File: src/rtl/uart_baud_gen_if.sv
// Rate selection, channel enables and timing strobes exchanged between the
// UART TX/RX datapath (master) and the baud-rate generator (slave).
interface uart_baud_gen_if;
    logic [2:0] baud_sel;
    logic       tx_en;
    logic       rx_en;
    logic       tx_tick;
    logic       rx_tick;
    logic       baud_lock;
    logic [2:0] cur_sel;

    modport master (
        output baud_sel, tx_en, rx_en,
        input  tx_tick, rx_tick, baud_lock, cur_sel
    );

    modport slave (
        input  baud_sel, tx_en, rx_en,
        output tx_tick, rx_tick, baud_lock, cur_sel
    );
endinterface

File: src/rtl/uart_baud_gen.sv
// UART baud-rate generator: TX bit-boundary strobe and RX mid-bit strobe
// from a runtime-selected divisor that stays frozen while a frame is active.
module uart_baud_gen #(
    parameter int unsigned CLK_HZ      = 50_000_000,
    parameter int unsigned CNT_W       = 16,
    parameter int unsigned DEFAULT_SEL = 2
) (
    input  logic           clk,
    input  logic           rst_n,
    uart_baud_gen_if.slave bus
);
    localparam logic [2:0] DEF_SEL = 3'(DEFAULT_SEL);

    function automatic longint unsigned baud_of(input int sel);
        case (sel)
            0:       baud_of = 64'd2400;
            1:       baud_of = 64'd4800;
            2:       baud_of = 64'd9600;
            3:       baud_of = 64'd19200;
            4:       baud_of = 64'd38400;
            5:       baud_of = 64'd57600;
            6:       baud_of = 64'd115200;
            default: baud_of = 64'd230400;
        endcase
    endfunction

    function automatic longint unsigned div_of(input int sel);
        div_of = (longint'(CLK_HZ) + baud_of(sel) / 64'd2) / baud_of(sel);
    endfunction

    logic [CNT_W-1:0] div_tab  [8];
    logic [CNT_W-1:0] half_tab [8];

    generate
        for (genvar gi = 0; gi < 8; gi++) begin : g_tab
            localparam longint unsigned DIV_V = div_of(gi);
            if (DIV_V > ((64'd1 << CNT_W) - 64'd1)) begin : g_too_wide
                $error("uart_baud_gen: divisor for code %0d does not fit in CNT_W bits", gi);
            end
            assign div_tab[gi]  = CNT_W'(DIV_V);
            assign half_tab[gi] = CNT_W'(DIV_V / 64'd2);
        end
    endgenerate

    logic [CNT_W-1:0] div_reg;
    logic [CNT_W-1:0] half_reg;
    logic [2:0]       cur_sel_reg;
    logic             lock_reg;
    logic [CNT_W-1:0] tx_cnt_reg;
    logic             tx_tick_reg;
    logic [CNT_W-1:0] rx_cnt_reg;
    logic             rx_first_reg;
    logic             rx_tick_reg;
    logic [CNT_W-1:0] rx_target;

    // The first RX strobe lands half a bit after start-bit detect, later ones a full bit apart.
    assign rx_target = rx_first_reg ? (half_reg - CNT_W'(1)) : (div_reg - CNT_W'(1));

    always_ff @(posedge clk) begin
        if (!rst_n) begin
            div_reg      <= div_tab[DEF_SEL];
            half_reg     <= half_tab[DEF_SEL];
            cur_sel_reg  <= DEF_SEL;
            lock_reg     <= 1'b0;
            tx_cnt_reg   <= '0;
            tx_tick_reg  <= 1'b0;
            rx_cnt_reg   <= '0;
            rx_first_reg <= 1'b1;
            rx_tick_reg  <= 1'b0;
        end else begin
            if (!bus.tx_en && !bus.rx_en) begin
                div_reg     <= div_tab[bus.baud_sel];
                half_reg    <= half_tab[bus.baud_sel];
                cur_sel_reg <= bus.baud_sel;
            end
            lock_reg <= bus.tx_en | bus.rx_en;

            if (!bus.tx_en) begin
                tx_cnt_reg  <= '0;
                tx_tick_reg <= 1'b0;
            end else if (tx_cnt_reg == div_reg - CNT_W'(1)) begin
                tx_cnt_reg  <= '0;
                tx_tick_reg <= 1'b1;
            end else begin
                tx_cnt_reg  <= tx_cnt_reg + CNT_W'(1);
                tx_tick_reg <= 1'b0;
            end

            if (!bus.rx_en) begin
                rx_cnt_reg   <= '0;
                rx_first_reg <= 1'b1;
                rx_tick_reg  <= 1'b0;
            end else if (rx_cnt_reg == rx_target) begin
                rx_cnt_reg   <= '0;
                rx_first_reg <= 1'b0;
                rx_tick_reg  <= 1'b1;
            end else begin
                rx_cnt_reg   <= rx_cnt_reg + CNT_W'(1);
                rx_tick_reg  <= 1'b0;
            end
        end
    end

    assign bus.tx_tick   = tx_tick_reg;
    assign bus.rx_tick   = rx_tick_reg;
    assign bus.baud_lock = lock_reg;
    assign bus.cur_sel   = cur_sel_reg;
endmodule

File: src/flat_wrapper.sv
// flat-port wrapper written by rule: the top's interface ports become plain ports
module uart_baud_gen_flat 
#(
    parameter int unsigned CLK_HZ      = 50_000_000,
    parameter int unsigned CNT_W       = 16,
    parameter int unsigned DEFAULT_SEL = 2
)
  (clk, rst_n, bus_baud_sel, bus_tx_en, bus_rx_en, bus_tx_tick, bus_rx_tick, bus_baud_lock, bus_cur_sel);
  uart_baud_gen_if bus_i ();
  input  logic clk;
  input  logic rst_n;
  input wire logic [$bits(bus_i.baud_sel)-1:0] bus_baud_sel;
  input wire logic [$bits(bus_i.tx_en)-1:0] bus_tx_en;
  input wire logic [$bits(bus_i.rx_en)-1:0] bus_rx_en;
  output wire logic [$bits(bus_i.tx_tick)-1:0] bus_tx_tick;
  output wire logic [$bits(bus_i.rx_tick)-1:0] bus_rx_tick;
  output wire logic [$bits(bus_i.baud_lock)-1:0] bus_baud_lock;
  output wire logic [$bits(bus_i.cur_sel)-1:0] bus_cur_sel;
  assign bus_i.baud_sel = bus_baud_sel;
  assign bus_i.tx_en = bus_tx_en;
  assign bus_i.rx_en = bus_rx_en;
  assign bus_tx_tick = bus_i.tx_tick;
  assign bus_rx_tick = bus_i.rx_tick;
  assign bus_baud_lock = bus_i.baud_lock;
  assign bus_cur_sel = bus_i.cur_sel;
  uart_baud_gen #(.CLK_HZ(CLK_HZ), .CNT_W(CNT_W), .DEFAULT_SEL(DEFAULT_SEL)) u_core (.clk(clk), .rst_n(rst_n), .bus(bus_i));
endmodule
File: config.mk
export PLATFORM = sky130hd
export DESIGN_NAME = uart_baud_gen_flat
export DESIGN_NICKNAME = d
export VERILOG_FILES = /design/src/rtl/uart_baud_gen_if.sv /design/src/rtl/uart_baud_gen.sv /design/src/flat_wrapper.sv
export SDC_FILE = /design/constraint.sdc
export NUM_CORES = 1
export LEC_CHECK = 0
export ABC_AREA = 1
export CAP_MARGIN = 30
export CORE_UTILIZATION = 40
export CTS_CLUSTER_SIZE = 24
export DETAILED_ROUTE_END_ITERATION = 16
export MAX_ROUTING_LAYER = met4
export PLACE_DENSITY_LB_ADDON = 0.3
export SETUP_SLACK_MARGIN = 0.2
export SLEW_MARGIN = 5
export SYNTH_ARGS = -nofsm -noshare
export SYNTH_HDL_FRONTEND = slang
export SYNTH_SLANG_ARGS = --single-unit
File: constraint.sdc
create_clock -name clk -period 2.9 [get_ports clk]
set_input_delay 0.435 -clock clk [delete_from_list [all_inputs] [get_ports clk]]
set_output_delay 0.435 -clock clk [all_outputs]
set_load 0.05 [all_outputs]
* After elaboration in Yosys (flattened, before gate mapping)
Memories as Yosys holds them, arrays and structs flattened. A register that Yosys moved wholly into a read port is not among the register bits. Index checks and enable logic that the tools add are counted.
Word-level totals: memories 2, bits in registers 39, output and inout bits 6, memory bits (read-only) 256, logic and storage cells 32
Memories:
- (no name shown) | words 8, width 16, read ports 1, clocked after memory_dff 1, write ports 0, RTL line uart_baud_gen.sv:72 | div_reg <= div_tab[bus.baud_sel];
- (no name shown) | words 8, width 16, read ports 1, clocked after memory_dff 1, write ports 0, RTL line uart_baud_gen.sv:73 | half_reg <= half_tab[bus.baud_sel];
Cells by class: reductions and logical operators 9, $add $sub $neg 4, multiplexer cells 3, bitwise gates (word level) 5, eq/ne operators 2
Operator list (count):
- adder 16 x 1 -> 16 bit (second input constant) | 2
- == test 16 bit | 2
- subtractor 16 x 1 -> 16 bit (second input constant) | 2
- two-way mux 16 bit | 1
- OR reduction 3 bit | 2
- zero test 1 bit | 4
- NOT 3 -> 4 bit | 1
- AND reduction 2 bit | 2
- NOT 1 bit | 3
- two-way mux 1 bit | 2
- logical AND 1 bit | 1
- bitwise OR 1 bit | 1

* Longest topological paths before layout
Gate-level depths: netlist of the first run.
depth in word-level cells 4, mapped depth 18

* Worst setup path after synthesis of the first run
Ideal clock, no wire load.
kind register to register, start point reg u_core.div_reg[0], end point reg u_core.rx_cnt_reg[6], stages on the path, launching flop included 15, path slack 0.969 ns, data arrival time 1.815 ns, setup time 0.116 ns, required time 2.784 ns, cells stage by stage dfxtp_1 inv_1 ha_1 nand2_1 o21ai_0 nand2_1 nand3_1 nand3_1 nor2_1 nand2_1 nor2_1 nand2_2 nand2_4 buf_12 nor2_2
On the way: cells in the longest elaborated chain, start to end 4
Ends and longest elaborated chain:
- start: declaration | RTL line uart_baud_gen.sv:45 | logic [CNT_W-1:0] div_reg;
- subtractor 16 x 1 -> 16 bit | RTL line uart_baud_gen.sv:57 | assign rx_target = rx_first_reg ? (half_reg - CNT_W'(1)) : (div_reg - CNT_W'(1));
- two-way mux 16 bit | RTL line uart_baud_gen.sv:57
- == test 16 bit | RTL line uart_baud_gen.sv:93 | end else if (rx_cnt_reg == rx_target) begin
- OR reduction 3 bit (no source line)
- end signal: assignment | RTL line uart_baud_gen.sv:98 | rx_cnt_reg <= rx_cnt_reg + CNT_W'(1);
- end: declaration | RTL line uart_baud_gen.sv:51 | logic [CNT_W-1:0] rx_cnt_reg;
No other way between the ends. A chain may end at the register's enable or synchronous reset.

* Final worst setup path of the first run
start point reg u_core.div_reg[0], end point reg u_core.rx_cnt_reg[2]
The elaborated chain is that of the path after synthesis.

==> results.ini, run 1 <==
[cells_and_area]
syn_to_final_growth_pct=8.17
fin_nets=588
final_area_um2=3980
drive_gt1_frac=0.0827
final_util=0.452
insertedDiodeCount=0
fin_cells=676

[placed_design]
numPortBuffers=12
dpl.cell_count=668
gp_congestion=0.962
dpl_cell_area_um2=3880
place_hpwl_um=7240

[clock_tree]
cts-resized-gates=0
cts_tree=yes
cts_root_buffer=clkbuf_8
clk_pin_slew_ns=0.10
cts_buffers=5
cts_setup_buffers=0
cts_max_path_buffers=2
postCtsHoldBufs=0
clk_latency_ns=0.32
cts_max_level=2
cts.sinks=55

[setup_path]
cp_top_family=simple AND/OR/NAND/NOR gates
arrival_ns=2.42
crit_path_end_kind=register
crit_chain=inv_1 -> ha_1 -> nand2_1 -> o21ai_0 -> nand2_1 -> nand3_1 -> nand3_1 -> nor2_1 -> nand2_1 -> nor2_1 -> nand2_2 -> nand2_4 -> nor2_1
critical_path.max_fanout=16
crit_type=reg2reg
required_ns=3.11
crit_slowest_cell=o21ai_0
startpoint_type=register
crit_buf_inv=1
critical_path.max_stage_delay_ns=0.37

[global_route]
busiest_layer=met2
grt_use_total=0.204
grt-ovfl-total=0
globalRouteMet1Util=0.254
grtUsageMet2=0.347
gr-usage-met3=0.0222
grt_first_pass_wirelength_um=15300
grt_max_degree=20
antenna_found_initial=0
grt_pass1_vias=3317

[die]
core_um2=8810
initial_core_util=0.418
die_y_um=97.9
die_area_um2=9580
io_pins=13
rows=34
fp.dieW_um=97.9

[routing]
first_pass_iters=4
drc_errors=0
routedWlPerCell_um=13.2
ant_nets=0
wirelength_um=8930
via_per_inst=5.07
vias=3429
drt_iter0_drc=175

[sta]
rsz0062_at_grt=false
hold_viol_final=0
timing.final.crit_share=0.764
setup_viol=0
min_period_ns=2.21
tightest_slew_ns=0.502
max_freq_mhz=452
relSlewSlack=0.664
fin_worst_skew_ns=0.0107
maxSlewViolCount=0
tns_ns=0

[power_and_ir_drop]
peakVddDrop_uv=264
leakagePower_nw=1.62
p_per_area_nw_per_um2=370

[synthesis]
synth_seq_cells=55
synthesis.nets=574
synth_cell_type_count=34
yosysSeqAreaShare=0.299
synth_area_per_cell_um2=6.65
syn_area_um2=3680
ys_warn_count=0
synth_cells=553

[status]
outcome=finished clean

[hold_path]
hold_class=reg2reg

[job]
cap_violations=0

report_power, final:
part / internal [mW] / total (mW) / switching [mW]
Clock: 0.179 / 0.456 / 0.278
Sequential: 0.773 / 0.796 / 0.0236
Combinational: 0.0715 / 0.218 / 0.146
Total: 1.02 / 1.47 / 0.447
per-layer routing:
metal | vias up | part of all wire | wire (µm)
met5 | - | 0 | 0
met4 | 0 | 0.014 | 127
met3 | 13 | 0.037 | 329
met2 | 87 | 0.48 | 4270
met1 | 1550 | 0.47 | 4210
li1 | 1779 | - | -
placed cells by master (no fill, tap or decap), types with 2 or more instances in the layout:
cell type,count
nor2_4,6
o211ai_1,2
nor2_2,16
o22ai_1,5
nand2_1,148
inv_6,2
nand4_1,4
nor3_2,2
nor2_1,67
clkbuf_8,5
or2_2,2
clkdlybuf4s50_1,12
nand3b_1,5
a31oi_1,5
nand3_1,69
ha_1,14
a21oi_1,5
inv_1,64
nand2_4,2
nor3_1,6
clkinv_1,2
dfxtp_1,55
xnor2_1,9
o21ai_0,13
nand3_2,2
nand2_2,6
nor4_1,2
xor2_1,30
synthesized netlist by cell type, drive strengths merged:
library cell | number | area, µm²
nand2 | 156 | 616
xnor2 | 9 | 78.8
nor3 | 8 | 50.1
a21oi | 5 | 25.0
or2 | 2 | 12.5
clkinv | 2 | 7.51
nand4 | 4 | 25.0
nor2 | 89 | 419
nand3b | 5 | 37.5
nor4 | 2 | 12.5
o211ai | 2 | 15.0
dfxtp | 55 | 1100
ha | 14 | 175
o2111ai | 1 | 8.76
a31oi | 5 | 31.3
a21boi | 1 | 7.51
nand3 | 71 | 365
inv | 65 | 244
a22oi | 1 | 7.51
o22ai | 5 | 31.3
buf | 6 | 57.6
o21ai | 14 | 70.1
xor2 | 31 | 279
layout make-up:
type | instances | area (µm²)
Tap cell | 108 | 135
Clock buffer | 5 | 68.8
Sequential cell | 55 | 1100
Timing Repair Buffer | 13 | 128
Inverter | 67 | 251
Fill cell | 901 | 4830
Multi-Input combinational cell | 425 | 2270
Clock inverter | 3 | 26.3
metrics by stage:
step	worst slack [ns]	hold WS (ns)	total power [mW]
2_1_floorplan	0.969	0.430	0.969
3_3_place_gp	0.675	0.443	1.03
3_5_place_dp	0.596	0.451	1.03
4_1_cts	0.677	0.482	1.49
5_1_grt	0.364	0.494	1.54
6_report	0.686	0.477	1.47
logic make-up (layout without fill, tap and decap cells):
logic type	after synthesis	count (layout)	synth area share
AOI/OAI and AO/OA	34	34	0.0534
adders and majority gates	14	14	0.0476
and+or+nand+nor	337	337	0.418
buffers and inverters	73	88	0.0840
xor gates and xnor gates	40	40	0.0973
DFF	55	55	0.299
final timing paths:
path | from | to | slack (ns) | cells after the start
worst max-delay path | u_core.div_reg[0] | u_core.rx_cnt_reg[2] | 0.69 | 13
worst min-delay path | u_core.rx_cnt_reg[0] | u_core.rx_cnt_reg[0] | 0.48 | 1
worst max register to register | u_core.div_reg[0] | u_core.rx_cnt_reg[2] | 0.69 | 13
worst min register to register | u_core.rx_cnt_reg[0] | u_core.rx_cnt_reg[0] | 0.48 | 1
No activity file was read; power rests on OpenSTA's default activity.
==> inputs of run 2 (changes only) <==
Clock period 2.9 ns to 2.15 ns, I/O delays scaled along.
==> run 2 against run 1 <==
Net effect:
- worst setup slack got worse by 0.58 ns
- worst hold slack got worse by 0.019 ns
- clock skew increased by 0.0042 ns
- register-to-register slack got worse by 0.58 ns
- maximum frequency increased by 8.3%
- first-iteration DRC count decreased by 11%
- critical path depth decreased by 2
- highest routed layer unchanged
==> results.ini, run 2 (synthesis results as in run 1) <==
[sta]
whs_ns=0.458
rsz0062_at_grt=true
relSlewSlack=0.647
tightest_slew_ns=0.524
maxSlewViolCount=0
fin_worst_skew_ns=0.0149
max_freq_mhz=489
setup_viol=0
min_period_ns=2.04
timing.final.crit_share=0.951
fin_ws_ns=0.105
hold_viol_final=0

[clock_tree]
cts_tree=yes
clk_pin_slew_ns=0.11
cts_buffers=5
clk_latency_ns=0.32
postCtsHoldBufs=0
cts_max_path_buffers=2
cts_root_buffer=clkbuf_8
cts.sinks=55
cts_max_level=2

[hold_path]
hold_class=reg2reg

[cells_and_area]
seq_area_um2=1120
n_fill_cell=886
multi_input_area_um2=2580
final_cell_mix=nand2_1, nand3_1, inv_1
drive_gt1_frac=0.250
layout_commonest_cell=nand2_1
final_util=0.521
insertedDiodeCount=0
fin_nets=627
syn_to_final_growth_pct=24.9
fin_cells=715

[placed_design]
numPortBuffers=12
post-place-ws_ns=-0.0946
place_hpwl_um=7630
dpl.cell_count=696
gp_congestion=1.01

[setup_path]
arrival_ns=2.27
critical_path.max_fanout=8
crit_type=reg2reg
startpoint_type=register
required_ns=2.38
crit_path_end_kind=register

[global_route]
grt_pass1_vias=3572
antenna_found_initial=0
grt_use_total=0.224
grt_max_degree=18
grt_first_pass_wirelength_um=16700
grt-ovfl-total=0

[routing]
first_pass_iters=4
vias=3651
routedWlPerCell_um=14.0
via_per_inst=5.11
ant_nets=0
drc_errors=0
wirelength_um=10000
drt_iter0_drc=155

[job]
cap_violations=0

[die]
fp.dieW_um=97.9
die_y_um=97.9
rows=34
die_area_um2=9580
io_pins=13
initial_core_util=0.418
core_um2=8810

[power_and_ir_drop]
peakVddDrop_uv=320
fin_total_pwr_mw=2.08
leakagePower_nw=1.86
p_per_area_nw_per_um2=452

[status]
outcome=finished clean

-- run 2: cell types whose count changed in the layout (fill, tap and decap cells not counted), moves of 3 or more --
cell | before | now
buf_4 | 1 | 36
nand3_2 | 2 | 7
nand2_1 | 148 | 130
dfxtp_1 | 55 | 44
inv_1 | 64 | 58
nand2_2 | 6 | 20
nor2_4 | 6 | 20
nand2_4 | 2 | 6
nand3_1 | 69 | 63
nor2_1 | 67 | 49
inv_2 | 1 | 6
dfxtp_2 | 0 | 9
nor3_1 | 6 | 3
nor2_2 | 16 | 20
-- run 2: final cells by class --
type	instances	share of cell area
inverters	67	0.0553
clock inverters	3	0.00409
flip-flops and latches	55	0.244
multi-input cells	427	0.562
repair buffers	50	0.0899
clock buffers	5	0.0150
well taps	108	0.0294
-- run 2: final timing paths --
check | startpoint | endpoint | slack (ns) | cells past startpoint
hold reg to reg | u_core.rx_cnt_reg[0] | u_core.rx_cnt_reg[0] | 0.46 | 1
hold / removal | u_core.rx_cnt_reg[0] | u_core.rx_cnt_reg[0] | 0.46 | 1
setup / recovery | u_core.div_reg[2] | u_core.tx_cnt_reg[7] | 0.11 | 11
setup reg to reg | u_core.div_reg[2] | u_core.tx_cnt_reg[7] | 0.11 | 11
-- run 2: timing repair --
item,in CTS,in global routing
resized for setup,57,39
endpoints found under the setup margin,35,35
hold endpoints to repair,0,0
pin swaps,22,14
gates cloned,2,0
setup buffers,7,2
-- run 2: where the power goes --
part	leakage, nW	internal [mW]	switching [mW]
sequential	0.449	1.04	0.0352
clock	0.0483	0.231	0.370
combinational	1.37	0.156	0.241
total	1.86	1.43	0.646
-- run 2: per-layer routing --
layer	global-route usage	wire [µm]	part of all wire
met5	-	0	0
met2	0.372	4820	0.48
met1	0.275	4370	0.44
met4	0.106	410	0.041
met3	0.0208	424	0.042
-- run 2: stage by stage --
| step | area (µm²) | TNS [ns] |
|---|---|---|
| floorplan | 3680 | 0 |
| global placement | 4090 | -1.17 |
| detailed placement | 4090 | -1.78 |
| CTS | 4450 | 0 |
| global route | 4590 | -0.657 |
| finish | 4590 | 0 |
-- run 2: worst max-delay path, stage by stage, from the launching register on --
cell	delay, ns
dfxtp_4	0.40
nor2_4	0.12
nand2_4	0.10
nor2_4	0.24
buf_4	0.16
nand2_1	0.06
xnor2_1	0.13
nand3b_1	0.15
nor2_1	0.14
nand3_2	0.21
nand2_4	0.18
nor2_1	0.05
